## src/rtl/bht_predictor_pkg.sv

```systemverilog
// Shared branch-prediction constants: 2-bit counter encodings and BHT defaults.
// The BTB uses the same PC index slice, so it imports BHT_INDEX_W from here.
package bht_predictor_pkg;

    localparam logic [1:0] CNT_SN = 2'b00;
    localparam logic [1:0] CNT_WN = 2'b01;
    localparam logic [1:0] CNT_WT = 2'b10;
    localparam logic [1:0] CNT_ST = 2'b11;

    localparam int         BHT_INDEX_W  = 6;
    localparam logic [1:0] BHT_CNT_INIT = CNT_WN;

endpackage

```

## src/rtl/bht_predictor_if.sv

```systemverilog
// IF-stage lookup and EX-stage resolve signals between the pipeline and the BHT.
interface bht_predictor_if;

    logic [31:0] if_pc;
    logic        pred_taken;
    logic        ex_br;
    logic        ex_valid;
    logic [31:0] ex_pc;
    logic        ex_taken;
    logic        ex_pred_taken;
    logic        mispredict;

    modport master (
        output if_pc, ex_br, ex_valid, ex_pc, ex_taken, ex_pred_taken,
        input  pred_taken, mispredict
    );

    modport slave (
        input  if_pc, ex_br, ex_valid, ex_pc, ex_taken, ex_pred_taken,
        output pred_taken, mispredict
    );

endinterface

```

## src/rtl/bht_predictor_sat_counter2.sv

```systemverilog
// Next-state function of a 2-bit saturating direction counter.
module sat_counter2
    import bht_predictor_pkg::*;
(
    input  logic [1:0] cur,
    input  logic       taken,
    output logic [1:0] nxt
);

    always_comb begin
        nxt = cur;
        if (taken) begin
            if (cur != CNT_ST) nxt = cur + 2'd1;
        end else begin
            if (cur != CNT_SN) nxt = cur - 2'd1;
        end
    end

endmodule

```

## src/rtl/bht_predictor.sv

```systemverilog
// Branch History Table: combinational IF-stage prediction, EX-stage training,
// mispredict flag and saturating branch/miss statistics.
module bht_predictor
    import bht_predictor_pkg::*;
#(
    parameter int         INDEX_W  = BHT_INDEX_W,
    parameter logic [1:0] CNT_INIT = BHT_CNT_INIT,
    parameter int         STAT_W   = 32
) (
    input  logic              clk,
    input  logic              rst_n,
    bht_predictor_if.slave    bus,
    input  logic              clr_stats,
    output logic [STAT_W-1:0] br_cnt,
    output logic [STAT_W-1:0] miss_cnt
);

    localparam int ENTRIES = 1 << INDEX_W;

    // Register array rather than RAM so every entry resets asynchronously.
    logic [1:0]         tbl [ENTRIES];
    logic [INDEX_W-1:0] idx_if;
    logic [INDEX_W-1:0] idx_ex;
    logic [1:0]         cur_ex;
    logic [1:0]         nxt_ex;
    logic               upd;
    logic               unused_pc_bits;

    assign idx_if = bus.if_pc[INDEX_W+1:2];
    assign idx_ex = bus.ex_pc[INDEX_W+1:2];
    assign unused_pc_bits = ^{bus.if_pc[31:INDEX_W+2], bus.if_pc[1:0],
                              bus.ex_pc[31:INDEX_W+2], bus.ex_pc[1:0]};

    // No write-to-read bypass: a same-index update shows up the cycle after.
    assign bus.pred_taken = tbl[idx_if][1];

    assign upd            = bus.ex_br & bus.ex_valid;
    assign bus.mispredict = upd & (bus.ex_taken ^ bus.ex_pred_taken);
    assign cur_ex         = tbl[idx_ex];

    sat_counter2 u_sat_counter2 (
        .cur   (cur_ex),
        .taken (bus.ex_taken),
        .nxt   (nxt_ex)
    );

    always_ff @(posedge clk or negedge rst_n) begin
        if (!rst_n) begin
            for (int i = 0; i < ENTRIES; i++) tbl[i] <= CNT_INIT;
        end else if (upd) begin
            tbl[idx_ex] <= nxt_ex;
        end
    end

    // Clear wins over a same-cycle update; both counters stick at all-ones.
    always_ff @(posedge clk or negedge rst_n) begin
        if (!rst_n) begin
            br_cnt   <= '0;
            miss_cnt <= '0;
        end else if (clr_stats) begin
            br_cnt   <= '0;
            miss_cnt <= '0;
        end else if (upd) begin
            if (~&br_cnt) br_cnt <= br_cnt + STAT_W'(1);
            if (bus.mispredict && ~&miss_cnt) miss_cnt <= miss_cnt + STAT_W'(1);
        end
    end

endmodule

```

## src/flat_wrapper.sv

```systemverilog
// flat-port wrapper written by rule: the top's interface ports become plain ports
module bht_predictor_flat import bht_predictor_pkg::*;
#(
    parameter int         INDEX_W  = BHT_INDEX_W,
    parameter logic [1:0] CNT_INIT = BHT_CNT_INIT,
    parameter int         STAT_W   = 32
)
  (clk, rst_n, clr_stats, br_cnt, miss_cnt, bus_if_pc, bus_ex_br, bus_ex_valid, bus_ex_pc, bus_ex_taken, bus_ex_pred_taken, bus_pred_taken, bus_mispredict);
  bht_predictor_if bus_i ();
  input  logic clk;
  input  logic rst_n;
  input  logic clr_stats;
  output logic [STAT_W-1:0] br_cnt;
  output logic [STAT_W-1:0] miss_cnt;
  input wire logic [$bits(bus_i.if_pc)-1:0] bus_if_pc;
  input wire logic [$bits(bus_i.ex_br)-1:0] bus_ex_br;
  input wire logic [$bits(bus_i.ex_valid)-1:0] bus_ex_valid;
  input wire logic [$bits(bus_i.ex_pc)-1:0] bus_ex_pc;
  input wire logic [$bits(bus_i.ex_taken)-1:0] bus_ex_taken;
  input wire logic [$bits(bus_i.ex_pred_taken)-1:0] bus_ex_pred_taken;
  output wire logic [$bits(bus_i.pred_taken)-1:0] bus_pred_taken;
  output wire logic [$bits(bus_i.mispredict)-1:0] bus_mispredict;
  assign bus_i.if_pc = bus_if_pc;
  assign bus_i.ex_br = bus_ex_br;
  assign bus_i.ex_valid = bus_ex_valid;
  assign bus_i.ex_pc = bus_ex_pc;
  assign bus_i.ex_taken = bus_ex_taken;
  assign bus_i.ex_pred_taken = bus_ex_pred_taken;
  assign bus_pred_taken = bus_i.pred_taken;
  assign bus_mispredict = bus_i.mispredict;
  bht_predictor #(.INDEX_W(INDEX_W), .CNT_INIT(CNT_INIT), .STAT_W(STAT_W)) u_core (.clk(clk), .rst_n(rst_n), .bus(bus_i), .clr_stats(clr_stats), .br_cnt(br_cnt), .miss_cnt(miss_cnt));
endmodule
```

## config.mk

```make
export PLATFORM = sky130hd
export DESIGN_NAME = bht_predictor_flat
export DESIGN_NICKNAME = d
export VERILOG_FILES = /design/src/rtl/bht_predictor_pkg.sv /design/src/rtl/bht_predictor_if.sv /design/src/rtl/bht_predictor_sat_counter2.sv /design/src/rtl/bht_predictor.sv /design/src/flat_wrapper.sv
export SDC_FILE = /design/constraint.sdc
export NUM_CORES = 1
export LEC_CHECK = 0
export ABC_AREA = 1
export CORE_UTILIZATION = 36
export DETAILED_ROUTE_END_ITERATION = 8
export DONT_BUFFER_PORTS = 1
export PLACE_DENSITY_LB_ADDON = 0.12
export RECOVER_POWER = 100
export SYNTH_ARGS = -nofsm -noshare
export SYNTH_HDL_FRONTEND = slang
export SYNTH_SLANG_ARGS = --single-unit
```

## constraint.sdc

```tcl
create_clock -name clk -period 3.4 [get_ports clk]
set_input_delay 0.85 -clock clk [delete_from_list [all_inputs] [get_ports clk]]
set_output_delay 0.85 -clock clk [all_outputs]
set_load 0.005 [all_outputs]
```

-- After elaboration in Yosys (flattened, before gate mapping)
Index checks and enable logic that the tools add are counted.
- $add $sub $neg: 4
- magnitude comparators: 3
- equality and inequality tests: 2
- mux-type cells: 18
- bitwise gates (word level): 5
- reduce and logical (&&, ||, !) cells: 10
- operators by type and width (cell ; number):
    2-to-1 mux 32 bit ; 6
    bitwise mux 128 bit ; 1
    adder 32 x 1 -> 32 bit, second input constant ; 2
    AND reduction 32 bit ; 2
    binary-select mux 2 bit (select 6 bit) ; 2
    2-to-1 mux 2 bit ; 8
    >= comparator 7 bit, second input constant ; 2
    inverter 6 -> 7 bit ; 2
    demux 2 bit (select 6 bit) ; 1
    < comparator 7 x 1 -> 1 bit, second input constant ; 1
    nonzero test 2 bit ; 3
    inequality test 2 bit, second input constant ; 2
    AND reduction 2 bit ; 2
    adder 2 x 1 -> 2 bit, second input constant ; 1
    AND 1 bit ; 2
    logical AND 1 bit ; 2
    subtractor 2 x 1 -> 2 bit, second input constant ; 1
    logical NOT 1 bit ; 1
    XOR 1 bit ; 1
- bits in registers: 192
- output and inout bits: 66
- word-level logic and storage cells: 108

-- Depth between registers and ports, before layout
Gate-level depths: netlist of the first run.
- depth after elaboration: 8
- gate-level depth with buffers: 20

-- By module
A second synthesis of the first run with hierarchy kept.
- cells, all modules: 1671
- area, all modules: 11549.8 um^2
- modules (own cells, without submodules) (module ; times used ; cells an instance ; area an instance (um^2) ; sequential area each (um^2)):
    bht_predictor ; 1 ; 1665 ; 11524.8 ; 4884.7
    sat_counter2 ; 1 ; 6 ; 25.0 ; 0.0

-- Least setup slack after synthesis of the first run
No wires, ideal clock.
- path kind: input-to-output
- start point: in bus_if_pc[2]
- end point: out bus_pred_taken
- data arrival time: 1.956 ns
- required time: 2.550 ns
- slack: 0.594 ns
- cell stages on the path: 8
- path through: clkbuf_1 clkbuf_1 o21ai_0 o221ai_1 o211ai_1 o211ai_1 nand3b_1 nand2_1
- cells in the longest elaborated chain, start to end: 4
- RTL lines (what ; RTL line ; text):
    start, declared ; flat_wrapper.sv:15 ; input wire logic [$bits(bus_i.if_pc)-1:0] bus_if_pc;
    inverter 6 -> 7 bit (implied by the code) ; bht_predictor.sv:35 ; assign bus.pred_taken = tbl[idx_if][1];
    binary-select mux 2 bit (select 6 bit) ; bht_predictor.sv:35 ;
    2-to-1 mux 2 bit (implied by the code) (2 in a row) ; bht_predictor.sv:35 ;
    end, declared ; flat_wrapper.sv:21 ; output wire logic [$bits(bus_i.pred_taken)-1:0] bus_pred_taken;
Every way passes these cells. The select of a mux whose other input is x is not followed.

-- Worst setup path after layout of the first run
- start point: in bus_ex_pc[3]
- end point: reg u_core.tbl[47] (netlist name)
- cells in the longest elaborated chain, start to end: 8
- elaborated cells on any way between the ends: 17
- classes of those cells: add/sub: 2; order compare: 2; eq/ne: 1; mux: 9; bitwise: 1; reduce/logical: 2
- RTL lines (what ; RTL line ; text):
    start, declared ; flat_wrapper.sv:18 ; input wire logic [$bits(bus_i.ex_pc)-1:0] bus_ex_pc;
    inverter 6 -> 7 bit (implied by the code) (*) ; bht_predictor.sv:39, bht_predictor.sv:51 ;
    binary-select mux 2 bit (select 6 bit) ; bht_predictor.sv:39 ; assign cur_ex = tbl[idx_ex];
    2-to-1 mux 2 bit (implied by the code) (2 in a row) ; bht_predictor.sv:39 ;
    subtractor 2 x 1 -> 2 bit, or another cell as far along ; bht_predictor_sat_counter2.sv:15 ; if (cur != CNT_SN) nxt = cur - 2'd1;
    2-to-1 mux 2 bit, on equally long branches ; bht_predictor_sat_counter2.sv:15, bht_predictor_sat_counter2.sv:13 ;
    2-to-1 mux 2 bit ; bht_predictor_sat_counter2.sv:12 ; if (taken) begin
    bitwise mux 128 bit (*) ; bht_predictor.sv:51 ; tbl[idx_ex] <= nxt_ex;
    end signal, assigned by index ; bht_predictor.sv:51 ;
    end, declared ; bht_predictor.sv:21 ; logic [1:0] tbl [ENTRIES];
Mark *: on every way between the ends. The rest lies on a longest branch, timed or not. The select of a mux whose other input is x is not followed.
A chain may end at the register's enable or synchronous reset.

==> results of run 1 <==
## sequential cells by signal (all words and copies together) (netlist names)
register         count
u_core.tbl         128
u_core.miss_cnt     32
u_core.br_cnt       32
## cells by family after synthesis
| group | share of synthesized area [%] |
|---|---|
| buf+inv | 9.56 |
| simple gates | 40.7 |
| xor+xnor | 0.593 |
| fa+ha+maj | 0.212 |
| flops | 41.3 |
| compound gates | 7.58 |
## area by class of cell
class / count / share of cell area, %
sequential: 192 / 38.3
multi-input combinational: 1344 / 45.4
clock inverter: 14 / 1.32
clock buffer: 18 / 3.44
timing repair buffer: 19 / 1.37
inverter: 202 / 5.94
tap: 435 / 4.26
## worst min-delay path by stage
stage,from,end,depth (start not counted)
after floorplan,u_core.tbl[0],u_core.tbl[0],2
after CTS,rst_n,u_core.tbl[125],0
final,rst_n,u_core.tbl[3],0
after detailed placement,u_core.tbl[22],u_core.tbl[22],2
after global routing,rst_n,u_core.tbl[31],0
after global placement,u_core.tbl[0],u_core.tbl[0],2
## metal layers
layer	GRT usage, %	wire length [um]	vias to the layer above
li1	-	-	5620
met1	31.1	17300	5347
met2	37.1	17500	276
met3	5.52	2330	44
met4	7.87	802	0
met5	0	0	-
## power groups by stage
stage | Clock (mW) | Combinational, mW | Sequential (mW)
after floorplan | 0 | 0.413 | 2.51
final | 2.16 | 0.520 | 2.49
after CTS | 2.21 | 0.534 | 2.49
after global routing | 2.29 | 0.581 | 2.50
after detailed placement | 0 | 0.532 | 2.53
after global placement | 0 | 0.529 | 2.53
## cells in the final DEF (no fill, tap or decap), types with 2 or more instances in the layout
cell,count
a211oi_1,2
a21oi_1,25
buf_12,4
buf_4,7
clkbuf_1,4
clkbuf_16,17
clkbuf_4,3
clkinv_4,3
clkinv_8,2
dfrtp_1,128
dfstp_2,64
ha_1,2
inv_1,199
inv_2,3
inv_6,4
inv_8,4
nand2_1,773
nand3_1,106
nand3b_1,3
nand4_1,36
nor2_1,159
nor3_1,74
nor3_2,2
nor3b_1,3
nor4_1,3
o211ai_1,18
o21a_1,3
o21ai_0,93
o21ai_1,6
o221ai_1,3
o22ai_1,4
o31ai_1,5
or2_1,2
or2_2,7
xor2_1,7
## worst max-delay path, stage by stage
cell      delay [ns]
inv_1           0.52
clkbuf_1        0.56
nand2_1         0.12
nand2_1         0.09
nand2_1         0.05
nand2_1         0.10
nand2_1         0.10
nand2_1         0.08
nor2_1          0.05
nand2_1         0.07
nand2_2         0.07
nand2_1         0.15
clkbuf_1        0.49
nand3_1         0.15
nand2_1         0.09
## stage by stage
stage                     instances  hold slack [ns]  utilization [%]
after CTS                      2224           0.0472             40.2
after global placement         2192            0.454             38.3
after global routing           2224           0.0457             40.0
final                          2224           0.0844             40.0
after detailed placement       2192            0.455             38.3
after floorplan                1805            0.447                -
==> results.sh, run 1 <==
export IMPL_drive_above_1_share_pct=7.10
export IMPL_coreArea_mm2=0.0319
export IMPL_synth_area_leaders="dfrtp_1 (27%), nand2_1 (25%), dfstp_2 (14%)"
export IMPL_synth_cells=1805
export IMPL_tns_ns=0
export IMPL_status="complete, no violations"
export IMPL_dpl_cell_area_mm2=0.0122
export IMPL_ys_seq_elements=192
export IMPL_finalCriticalPeriod_ns=3.16
export IMPL_drv_cap=0
export IMPL_num_vias=11300
export IMPL_ff_latch_area_mm2=0.00488
export IMPL_skew_ns=0.0160
export IMPL_synth_edff_count=0
export IMPL_arrival_ns=3.56
export IMPL_synth_top_cell_by_area="dfrtp_1"
export IMPL_clock_tree_root_cell="clkbuf_16"
export IMPL_drtPass1Iterations=6
export IMPL_worst_setup_path_end_kind="flip-flop"
export IMPL_pin_count=137
export IMPL_via_per_inst=5.08
export IMPL_fill_cells=3423
export IMPL_cts_path_max_buffers=2
export IMPL_die_y_um=183
export IMPL_power_share_sequential_pct=48.2
export IMPL_ant_nets=0
export IMPL_io_buffers=0
export IMPL_r2r_end="u_core.br_cnt[20]"
export IMPL_synthArstFlopShare_pct=100
export IMPL_holdBufCountCts=0
export IMPL_hold_violations=0
export IMPL_avgSynthCellArea_um2=6.55
export IMPL_num_nets_final=1849
export IMPL_areaGrowthSynthToFinish_pct=8.07
export IMPL_clkTransAtPathRegs_ns=0.08
export IMPL_synthTopCellsByCount="nand2_1 (772), inv_1 (197), nor2_1 (159), dfrtp_1 (128), nand3_1 (106)"
export IMPL_cts_sinks=192
export IMPL_final_area_mm2=0.0128
export IMPL_die_x_um=183
export IMPL_synth_ff_type="dfrtp_1"
export IMPL_post_cts_buffers=0
export IMPL_r2r_start="u_core.br_cnt[0]"
export IMPL_syn_nets=1878
export IMPL_mappedNetlistArea_mm2=0.0118
export IMPL_power_leakage_nw=5.91
export IMPL_ys_seq_area_share_pct=41.3
export IMPL_tightest_slew_ns=0.865
export IMPL_hpwl_mm=24.4
export IMPL_start_util_pct=37.1
export IMPL_grt_pass1_wl_mm=60.4
export IMPL_drt_initial_drc_count=748
export IMPL_power_total_mw=5.16
export IMPL_gr_total_overflow=0
export IMPL_setup_worst_path_end="u_core.tbl[47]"
export IMPL_grt_max_degree=193
export IMPL_fp_row_count=65
export IMPL_required_ns=3.80
export IMPL_switchingPower_mw=1.50
export IMPL_synth_top_area_share_pct=27.1
export IMPL_clkPwrFrac_pct=41.8
export IMPL_cts_tree="yes"
export IMPL_drc=0
export IMPL_power_frac_comb_pct=10.1
export IMPL_pre_cts_ws_ns=0.467
export IMPL_startpoint="bus_ex_pc[3]"
export IMPL_wl_mm=38.0
export IMPL_cts_buffers=17
export IMPL_grt_use_total_pct=23.3
export IMPL_p_sw_share_pct=29.1
export IMPL_ys_types=39
export IMPL_cts_resized=0
export IMPL_n_antenna_cell=0
export IMPL_hp_class="in2async"
export IMPL_worst_slack_ns=0.236
export IMPL_rsz0062_at_grt="false"
export IMPL_fmax_mhz=316
export IMPL_synth_most_common_cell="nand2_1"
export IMPL_clock_latency_ns=0.47
export IMPL_ir_worst_vdd_mv=0.386
export IMPL_grt_pass1_vias=10800
export IMPL_path_class="in2reg"
export IMPL_wire_per_inst_um=17.1
export IMPL_setup_viol=0
export IMPL_finalCritPeriodShare_pct=93.1
export IMPL_cp_max_fo=28
export IMPL_worst_slew_margin_rel_pct=42.4
export IMPL_startpoint_type="input port"
export IMPL_rr_worst_depth=13
export IMPL_r2r_slack_ns=0.50
export IMPL_powerDensity_mw_per_mm2=404
export IMPL_antenna_found_initial=0
export IMPL_drv_slew=0
export IMPL_multi_input_area_mm2=0.00580
export IMPL_power_internal_mw=3.66
export IMPL_h_tree_depth=4
export IMPL_yosys_warnings=0
export IMPL_gp_congestion=0.869
export IMPL_fp_dieArea_mm2=0.0335
(Power assumes the default switching activity.)
==> run 2: changes to the inputs <==
- GPL_TIMING_DRIVEN: default -> 0
==> run 2 against run 1 <==
Routed wire length rose by 12%. Worst hold slack improved by 0.011 ns. Total power rose by 2.9%. Setup slack got worse by 0.17 ns. Via count rose by 4.2%. Largest cell class unchanged. Highest routed layer unchanged.
==> results.sh, run 2 (synthesis gave the netlist of run 1 again) <==
export IMPL_powerDensity_mw_per_mm2=409
export IMPL_grt_max_degree=193
export IMPL_hold_violations=0
export IMPL_final_core_util_pct=40.7
export IMPL_dpl_cell_area_mm2=0.0124
export IMPL_power_leakage_nw=6.02
export IMPL_final_common_cell="nand2_1"
export IMPL_status="complete, no violations"
export IMPL_clock_latency_ns=0.46
export IMPL_fp_dieArea_mm2=0.0335
export IMPL_num_vias=11800
export IMPL_finalCriticalPeriod_ns=3.33
export IMPL_post_cts_buffers=0
export IMPL_crit_chain="inv_2 > clkbuf_1 > o21ai_0 > o221ai_1 > o211ai_1 > nand3_1 > nand3_1 > nand2_1"
export IMPL_final_area_mm2=0.0130
export IMPL_timing_critical_path_slowest_stage_cell="clkbuf_1"
export IMPL_num_nets_final=1897
export IMPL_pin_count=137
export IMPL_dpl_cell_count=2240
export IMPL_setup_viol=0
export IMPL_tightest_slew_ns=0.995
export IMPL_die_y_um=183
export IMPL_drive_above_1_share_pct=8.00
export IMPL_wl_mm=42.6
export IMPL_n_antenna_cell=0
export IMPL_rr_worst_depth=14
export IMPL_fmax_mhz=300
export IMPL_cts_buffers=17
export IMPL_cp_max_fo=10
export IMPL_drv_slew=0
export IMPL_rsz0062_at_grt="false"
export IMPL_required_ns=2.55
export IMPL_cts_path_max_buffers=2
export IMPL_h_tree_depth=4
export IMPL_wire_per_inst_um=18.7
export IMPL_gp_congestion=0.957
export IMPL_areaGrowthSynthToFinish_pct=9.84
export IMPL_antenna_found_initial=1
export IMPL_fp_row_count=65
export IMPL_gr_total_overflow=0
export IMPL_path_class="in2out"
export IMPL_drt_initial_drc_count=1082
export IMPL_drc=0
export IMPL_startpoint_type="input port"
export IMPL_r2r_start="u_core.br_cnt[0]"
export IMPL_crit_top_cell="nand3_1"
export IMPL_top_regs="u_core.tbl (128), u_core.br_cnt (32), u_core.miss_cnt (32)"
export IMPL_cts_sinks=192
export IMPL_cts_tree="yes"
export IMPL_ir_worst_vdd_mv=0.378
export IMPL_grt_use_total_pct=26.2
export IMPL_grt_pass1_wl_mm=66.6
export IMPL_r2r_end="u_core.br_cnt[17]"
export IMPL_tns_ns=0
export IMPL_via_per_inst=5.18
export IMPL_coreArea_mm2=0.0319
export IMPL_grt_pass1_vias=11300
export IMPL_top_register="u_core.tbl"
export IMPL_start_util_pct=37.1
export IMPL_final_cell_count_no_fill=2272
export IMPL_worst_slew_margin_rel_pct=33.7
export IMPL_die_x_um=183
export IMPL_finalCritPeriodShare_pct=98.1
export IMPL_drv_cap=0
export IMPL_drtPass1Iterations=5
export IMPL_clkTransAtPathRegs_ns=0.09
export IMPL_r2r_slack_ns=0.33
export IMPL_ant_nets=0
export IMPL_clock_tree_root_cell="clkbuf_16"
export IMPL_hp_class="in2async"
export IMPL_max_stage_delay_ns=0.55
export IMPL_skew_ns=0.0205
export IMPL_worst_setup_path_end_kind="primary output"
export IMPL_hpwl_mm=29.5
export IMPL_arrival_ns=2.48
export IMPL_io_buffers=0
export IMPL_final_cell_mix="nand2_1 (772), inv_1 (199), nor2_1 (160)"
export IMPL_largest_reg_flops=128
run 2: cell types whose count changed in the layout (fill, tap and decap cells not counted), moves of 6 or more:
cell      change
buf_1         +6
buf_2        +14
buf_6         +9
clkbuf_1     +22
run 2: metal layers:
metal	GRT usage, %	part of all wire, %	wire length [um]	up-vias
met5	0	0	0	-
met2	42.1	45	19200	375
li1	-	-	-	5721
met4	8.50	2.7	1150	0
met3	5.78	7.5	3210	68
met1	34.9	45	19000	5601
run 2: worst max-delay path by stage:
stage / from / to / slack, ns / cells past startpoint
floorplan: bus_if_pc[2] / bus_pred_taken / 0.59 / 8
global placement: bus_if_pc[2] / bus_pred_taken / -0.17 / 9
detailed placement: bus_if_pc[2] / bus_pred_taken / -0.17 / 9
CTS: bus_if_pc[2] / bus_pred_taken / 0.007 / 9
global route: u_core.br_cnt[0] / u_core.br_cnt[26] / 0.05 / 14
finish: bus_if_pc[2] / bus_pred_taken / 0.07 / 8
run 2: report_power, final:
part | total (mW) | switching (mW) | internal (mW) | leakage (nW)
combinational | 0.629 | 0.456 | 0.174 | 3.27
clock | 2.19 | 1.11 | 1.07 | 0.305
sequential | 2.49 | 0.0625 | 2.43 | 2.45
run 2: repair_timing:
action                     4_1_cts  5_1_grt
setup endpoints to repair        1        1
gates cloned                     0        0
hold buffers                     0        0
resized for setup                2        2
run 2: area by class of cell:
type / instances / area, um2
plain buffers: 67 / 369
inverters: 202 / 758
well taps: 435 / 544
flip-flops and latches: 192 / 4880
clock inverters: 15 / 208
fillers: 3467 / 18900
multi-input cells: 1344 / 5790
clock buffers: 17 / 425
run 2: critical path: cells and delay by family:
family | cells | cell delay (ns)
compound gates | 3 | 0.66
buf+inv | 2 | 0.65
simple gates | 3 | 0.32
run 2: through the flow:
stage          power, mW  hold slack, ns  setup slack, ns
2_1_floorplan       2.93           0.447            0.594
3_3_place_gp        3.16           0.452           -0.173
3_5_place_dp        3.16           0.457           -0.171
4_1_cts             5.35          0.0693          0.00659
5_1_grt             5.51          0.0631           0.0466
6_report            5.31          0.0956           0.0660
==> RTL edit 1, RTL diff (flow settings as in run 2) <==
`BHT_INDEX_W`: 6 -> 4.
--- a/src/rtl/bht_predictor_pkg.sv
+++ b/src/rtl/bht_predictor_pkg.sv
@@ -7,7 +7,7 @@
     localparam logic [1:0] CNT_WT = 2'b10;
     localparam logic [1:0] CNT_ST = 2'b11;
 
-    localparam int         BHT_INDEX_W  = 6;
+    localparam int         BHT_INDEX_W  = 4;
     localparam logic [1:0] BHT_CNT_INIT = CNT_WN;
 
 endpackage
Check against the original RTL: not equivalent (a bounded check fails within 4 cycles, from zero or initial values and one cycle with rst_n low).
==> RTL edit 1 against run 2 <==
- non-clock buffer count shrank 43
- synthesized area fell by 46%
- critical path type is now in -> reg
- largest power group unchanged
- routed wire length is 55% lower
- setup slack gained 410 ps
- power fell by 49%
- core utilization down 1.1 points
- design area fell by 47%
- sequential share of layout area decreased by 2.1 points
- highest routed layer unchanged
- register-to-register slack better by 230 ps
- sequential cell count shrank 96
- critical path depth did not move
- largest cell class unchanged
==> RTL edit 1: results (changes against run 2) <==
Final Setup Violations: 0 (unchanged)
initial antenna violation count: 0 (was 1)
leading cell types by count after synthesis: nand2_1, nor2_1, nand3_1, inv_1, dfrtp_1 (was nand2_1, inv_1, nor2_1, dfrtp_1, nand3_1)
FFs w/ async S/R, synth: 100% (unchanged)
Critical Path AT: 3200 ps (was 2480 ps)
Area contributors post-synth: dfrtp_1, nand2_1, dfstp_2, nor2_1, nand3_1 (was dfrtp_1, nand2_1, dfstp_2, inv_1, nor2_1)
Pleak: 2.92 nW (was 6.02 nW)
CTS Root Cell: clkbuf_16 (unchanged)
Post-DP HPWL: 14500 um (was 29500 um)
M2 GR Usage: 35.6% (was 42.1%)
CP peak stage delay: 970 ps (was 550 ps)
grt total ovfl: 0 (unchanged)
Fillers: 1843 (was 3467)
CP Max Fanout: 10 (unchanged)
wire per inst: 16.4 um (was 18.7 um)
Post-CTS Setup Inserts: 0 (unchanged)
vias in the first global route: 5687 (was 11.3k)
slowest CP cell: a21boi_1 (was clkbuf_1)
nets@finish: 1019 (was 1897)
met1 Usage GRT: 30.6% (was 34.9%)
Ys Warns: 0 (unchanged)
Post-synth top flop: dfrtp_1 (unchanged)
via density per instance: 4.99 (was 5.18)
worst slew pin tran: 1160 ps (was 995 ps)
initial DRC count: 442 (was 1082)
Peak VDD IR: 0.246 mV (was 0.378 mV)
largest net degree at the start of global routing: 97 (was 193)
layout cells sized above 1: 7.57% (was 8.00%)
Diodes inserted: 0 (unchanged)
first-pass GRT wire length: 31200 um (was 66600 um)
top flop regs: u_core.br_cnt x32, u_core.miss_cnt x32, u_core.tbl x32 (was u_core.tbl x128, u_core.br_cnt x32, u_core.miss_cnt x32)
Place WS: 562 ps (was -171 ps)
GRT Resource Usage Total: 22.6% (was 26.2%)
outcome: completed (unchanged)
sequential-to-total area share from yosys stat: 38.3% (was 41.3%)
Max Buffers Root-to-Sink: 2 (unchanged)
Netlist cell types: 40 (was 39)
Clock Skew: 7.73 ps (was 20.5 ps)
Worst Hold Class: in -> async (unchanged)
Max H-tree Level: 3 (was 4)
Reg clk slew, reported paths: 70 ps (was 90 ps)
met3 Track Usage GR: 4.13% (was 5.78%)
Worst-Skew Late Latency: 350 ps (was 460 ps)
post_cts resized: 0 (was 2)
RePlAce Congestion: 0.957 (about the same)
Port Buffers: 0 (unchanged)
TritonCTS Buffers: 9 (was 17)
[RTL edit 1: layout make-up]
type / instances / share of cell area, %
Multi-Input combinational cell: 729 / 48.3
Clock buffer: 10 / 3.36
Tap cell: 225 / 4.13
Clock inverter: 6 / 1.58
Inverter: 86 / 4.73
Sequential cell: 96 / 35.5
Buffer: 24 / 2.44
[RTL edit 1: logic make-up (layout without fill, tap and decap cells)]
logic type | Yosys count | in the layout | share of synthesized area, %
AOI/OAI and AO/OA | 85 | 85 | 8.25
adders and majority gates | 2 | 2 | 0.396
muxes | 4 | 4 | 0.633
xor gates and xnor gates | 13 | 13 | 1.92
and+or+nand+nor | 625 | 625 | 42.4
buffers and inverters | 110 | 126 | 8.04
DFF | 96 | 96 | 38.3
[RTL edit 1: final timing paths]
path,startpoint,to,slack (ps),cells past startpoint
max reg2reg,u_core.br_cnt[0],u_core.br_cnt[5],560,12
min reg2reg,u_core.tbl[2],u_core.tbl[2],470,2
max in group asynchronous,rst_n,u_core.tbl[24],2980,0
max,bus_ex_br,u_core.miss_cnt[30],470,8
min,rst_n,u_core.miss_cnt[12],180,0
min in group clk,u_core.tbl[2],u_core.tbl[2],470,2
[RTL edit 1: stage by stage]
| stage | cells | util (%) | cell area [sq um] |
|---|---|---|---|
| 2_1_floorplan | 935 | - | 6320 |
| 3_3_place_gp | 1160 | 38.3 | 6600 |
| 3_5_place_dp | 1160 | 38.3 | 6600 |
| 4_1_cts | 1176 | 40.3 | 6940 |
| 5_1_grt | 1176 | 39.6 | 6820 |
| 6_report | 1176 | 39.6 | 6820 |
[RTL edit 1: power by group]
group	internal (W)	switching [W]	total (W)	leakage (nW)
registers	0.00123	0.0000488	0.00127	1.28
logic	0.0000860	0.000178	0.000264	1.48
clock network	0.000717	0.000459	0.00118	0.162
total	0.00203	0.000685	0.00271	2.92
[RTL edit 1: routing by layer]
layer / wire length, um / share of wire [%] / vias up
met3: 935 / 4.8 / 27
li1: - / - / 3022
met4: 459 / 2.4 / 0
met5: 0 / 0 / -
met1: 9270 / 48 / 2696
met2: 8660 / 45 / 127
[RTL edit 1: critical path, delay by kind of cell]
family	cells	cell delay (ps)
AOI/OAI and AO/OA	4	1550
and+or+nand+nor	2	210
buffers and inverters	2	580
==> RTL edit 2, RTL diff (settings of run 2) <==
Made on the original files. Register the output `br_cnt` once more, without a reset; this adds one clock of latency there. The other outputs are not delayed to match.
--- a/src/rtl/bht_predictor.sv
+++ b/src/rtl/bht_predictor.sv
@@ -16,6 +16,8 @@
 );
 
     localparam int ENTRIES = 1 << INDEX_W;
+
+    logic [STAT_W-1:0] br_cnt_s0;
 
     // Register array rather than RAM so every entry resets asynchronously.
     logic [1:0]         tbl [ENTRIES];
@@ -55,16 +57,20 @@
     // Clear wins over a same-cycle update; both counters stick at all-ones.
     always_ff @(posedge clk or negedge rst_n) begin
         if (!rst_n) begin
-            br_cnt   <= '0;
+            br_cnt_s0 <= '0;
             miss_cnt <= '0;
         end else if (clr_stats) begin
-            br_cnt   <= '0;
+            br_cnt_s0 <= '0;
             miss_cnt <= '0;
         end else if (upd) begin
-            if (~&br_cnt) br_cnt <= br_cnt + STAT_W'(1);
+            if (~&br_cnt_s0) br_cnt_s0 <= br_cnt_s0 + STAT_W'(1);
             if (bus.mispredict && ~&miss_cnt) miss_cnt <= miss_cnt + STAT_W'(1);
         end
     end
 
+    always_ff @(posedge clk) begin
+        br_cnt <= br_cnt_s0;
+    end
+
 endmodule
 
Formal check against the unedited RTL: not equivalent (Yosys sat finds a counterexample within 4 cycles, from zero or initial values and one cycle with rst_n low).
==> RTL edit 2 against run 2 <==
- the run now ends with capacitance limit, slew limit left
- setup slack got worse by 62 ps
- design area is 6.4% higher
- sequential cell count up 32
- maximum frequency shrank 1.8%
- synthesized area is 4.8% higher
- power rose by 24%
- routed wire length rose by 3.2%
- critical path depth is 2 lower
==> RTL edit 2: results (changes against run 2) <==
Peak VDD IR: 0.357 mV (was 0.378 mV)
R2R cell count: 10 (was 14)
largest delay contributor family on the critical path: buffers and inverters (was compound AO/OA/AOI/OAI gates)
GRT Resource Usage Total: 24.8% (was 26.2%)
Clock Skew: 8.40 ps (was 20.5 ps)
vias in the first global route: 11.5k (was 11.3k)
Post-DP HPWL: 29500 um (about the same)
CP peak stage delay: 520 ps (was 550 ps)
via density per instance: 5.18 (about the same)
Area contributors post-synth: dfrtp_1, nand2_1, dfstp_2, inv_1, dfxtp_1 (was dfrtp_1, nand2_1, dfstp_2, inv_1, nor2_1)
Max H-tree Level: 1 (was 4)
final count of pins violating max slew: 122 (was 0)
Reg clk slew, reported paths: 60 ps (was 90 ps)
initial antenna violation count: 0 (was 1)
Netlist cell types: 37 (was 39)
FFs w/ async S/R, synth: 85.7% (was 100%)
layout cells sized above 1: 8.27% (was 8.00%)
leading cell types by count after synthesis: nand2_1, inv_1, nor2_1, dfrtp_1, nand3_1 (unchanged)
Worst-Skew Late Latency: 570 ps (was 460 ps)
max-cap viol count: 2 (was 0)
violated checks: capacitance limit, slew limit
Critical Path Start: bus_if_pc[4] (was bus_if_pc[2])
initial DRC count: 1002 (was 1082)
Pleak: 6.21 nW (was 6.02 nW)
sequential-to-total area share from yosys stat: 44.6% (was 41.3%)
Reg2Reg Launch Point: u_core.br_cnt_s0[1] (was u_core.br_cnt[0])
outcome: finished, violations left (was completed)
dpl cells: 2249 (was 2240)
Pre-Repair DR Iteration Count: 6 (was 5)
placed inst area: 12900 sq um (was 12400 sq um)
TritonCTS Buffers: 26 (was 17)
switch share: 27.5% (was 30.7%)
worst reg-to-reg setup slack: 380 ps (was 330 ps)
average size of a mapped cell: 6.88 sq um (was 6.55 sq um)
Max Buffers Root-to-Sink: 3 (was 2)
first-pass GRT wire length: 67600 um (was 66600 um)
## RTL edit 2: changes by cell type in the layout (fill, tap and decap cells not counted), moves of 11 or more
cell	delta
clkbuf_16	+11
clkbuf_1	+11
dfxtp_1	+32
nand3_1	+21
o31ai_1	+16
o21ai_0	-11
nand2_1	-63
## RTL edit 2: routing by layer
| layer | wire (um) | GRT usage, % |
|---|---|---|
| met5 | 0 | 0 |
| met4 | 1740 | 9.13 |
| met2 | 19500 | 39.3 |
| met3 | 3700 | 4.93 |
| met1 | 19000 | 33.4 |
## RTL edit 2: logic make-up after synthesis
| kind of cell | after synthesis | synth area share [%] |
|---|---|---|
| AOI/OAI and AO/OA | 165 | 7.52 |
| buffers and inverters | 272 | 8.96 |
| xor gates and xnor gates | 23 | 1.63 |
| DFF | 224 | 44.6 |
| adders and majority gates | 2 | 0.202 |
| and+or+nand+nor | 1115 | 37.1 |
## RTL edit 2: area by class of cell
type / count / area, sq um
repair buffers: 3 / 18.8
fillers: 3605 / 19900
well taps: 448 / 561
plain buffers: 67 / 304
flip-flops and latches: 224 / 5530
clock inverters: 7 / 116
multi-input cells: 1305 / 5730
inverters: 204 / 766
clock buffers: 41 / 790
## RTL edit 2: worst min path at each step
stage | startpoint | to | slack [ps] | depth (start not counted)
detailed placement | u_core.br_cnt_s0[6] | u_core.br_cnt[6] | 390 | 0
global route | rst_n | u_core.tbl[70] | 120 | 0
global placement | u_core.br_cnt_s0[6] | u_core.br_cnt[6] | 390 | 0
floorplan | u_core.br_cnt_s0[6] | u_core.br_cnt[6] | 370 | 0
CTS | rst_n | u_core.tbl[95] | -40 | 0
finish | rst_n | u_core.tbl[76] | 140 | 0
## RTL edit 2: what timing repair did
item / CTS / global route
endpoints found under the setup margin: 1 / 1
resized for setup: 3 / 3
endpoints found under the hold margin: 128 / 8
pin swaps: 0 / 0
## RTL edit 2: power by group through the flow
stage	logic, W	clock network (W)	registers, W
floorplan	0.000467	0	0.00293
global placement	0.000696	0	0.00295
detailed placement	0.000699	0	0.00295
CTS	0.000702	0.00302	0.00291
global route	0.000796	0.00311	0.00292
finish	0.000720	0.00296	0.00291
## RTL edit 2: metrics by stage
step           setup TNS, ps  setup WS [ps]  power [W]  utilization [%]  hold WS (ps)
5_1_grt                    0           4.88    0.00683             41.0           120
3_5_place_dp           -4350           -287    0.00365             38.4           392
2_1_floorplan              0            531    0.00340                -           367
4_1_cts                    0           50.4    0.00663             41.1         -37.2
6_report                   0           3.86    0.00659             41.0           136
3_3_place_gp           -5190           -266    0.00365             38.4           393
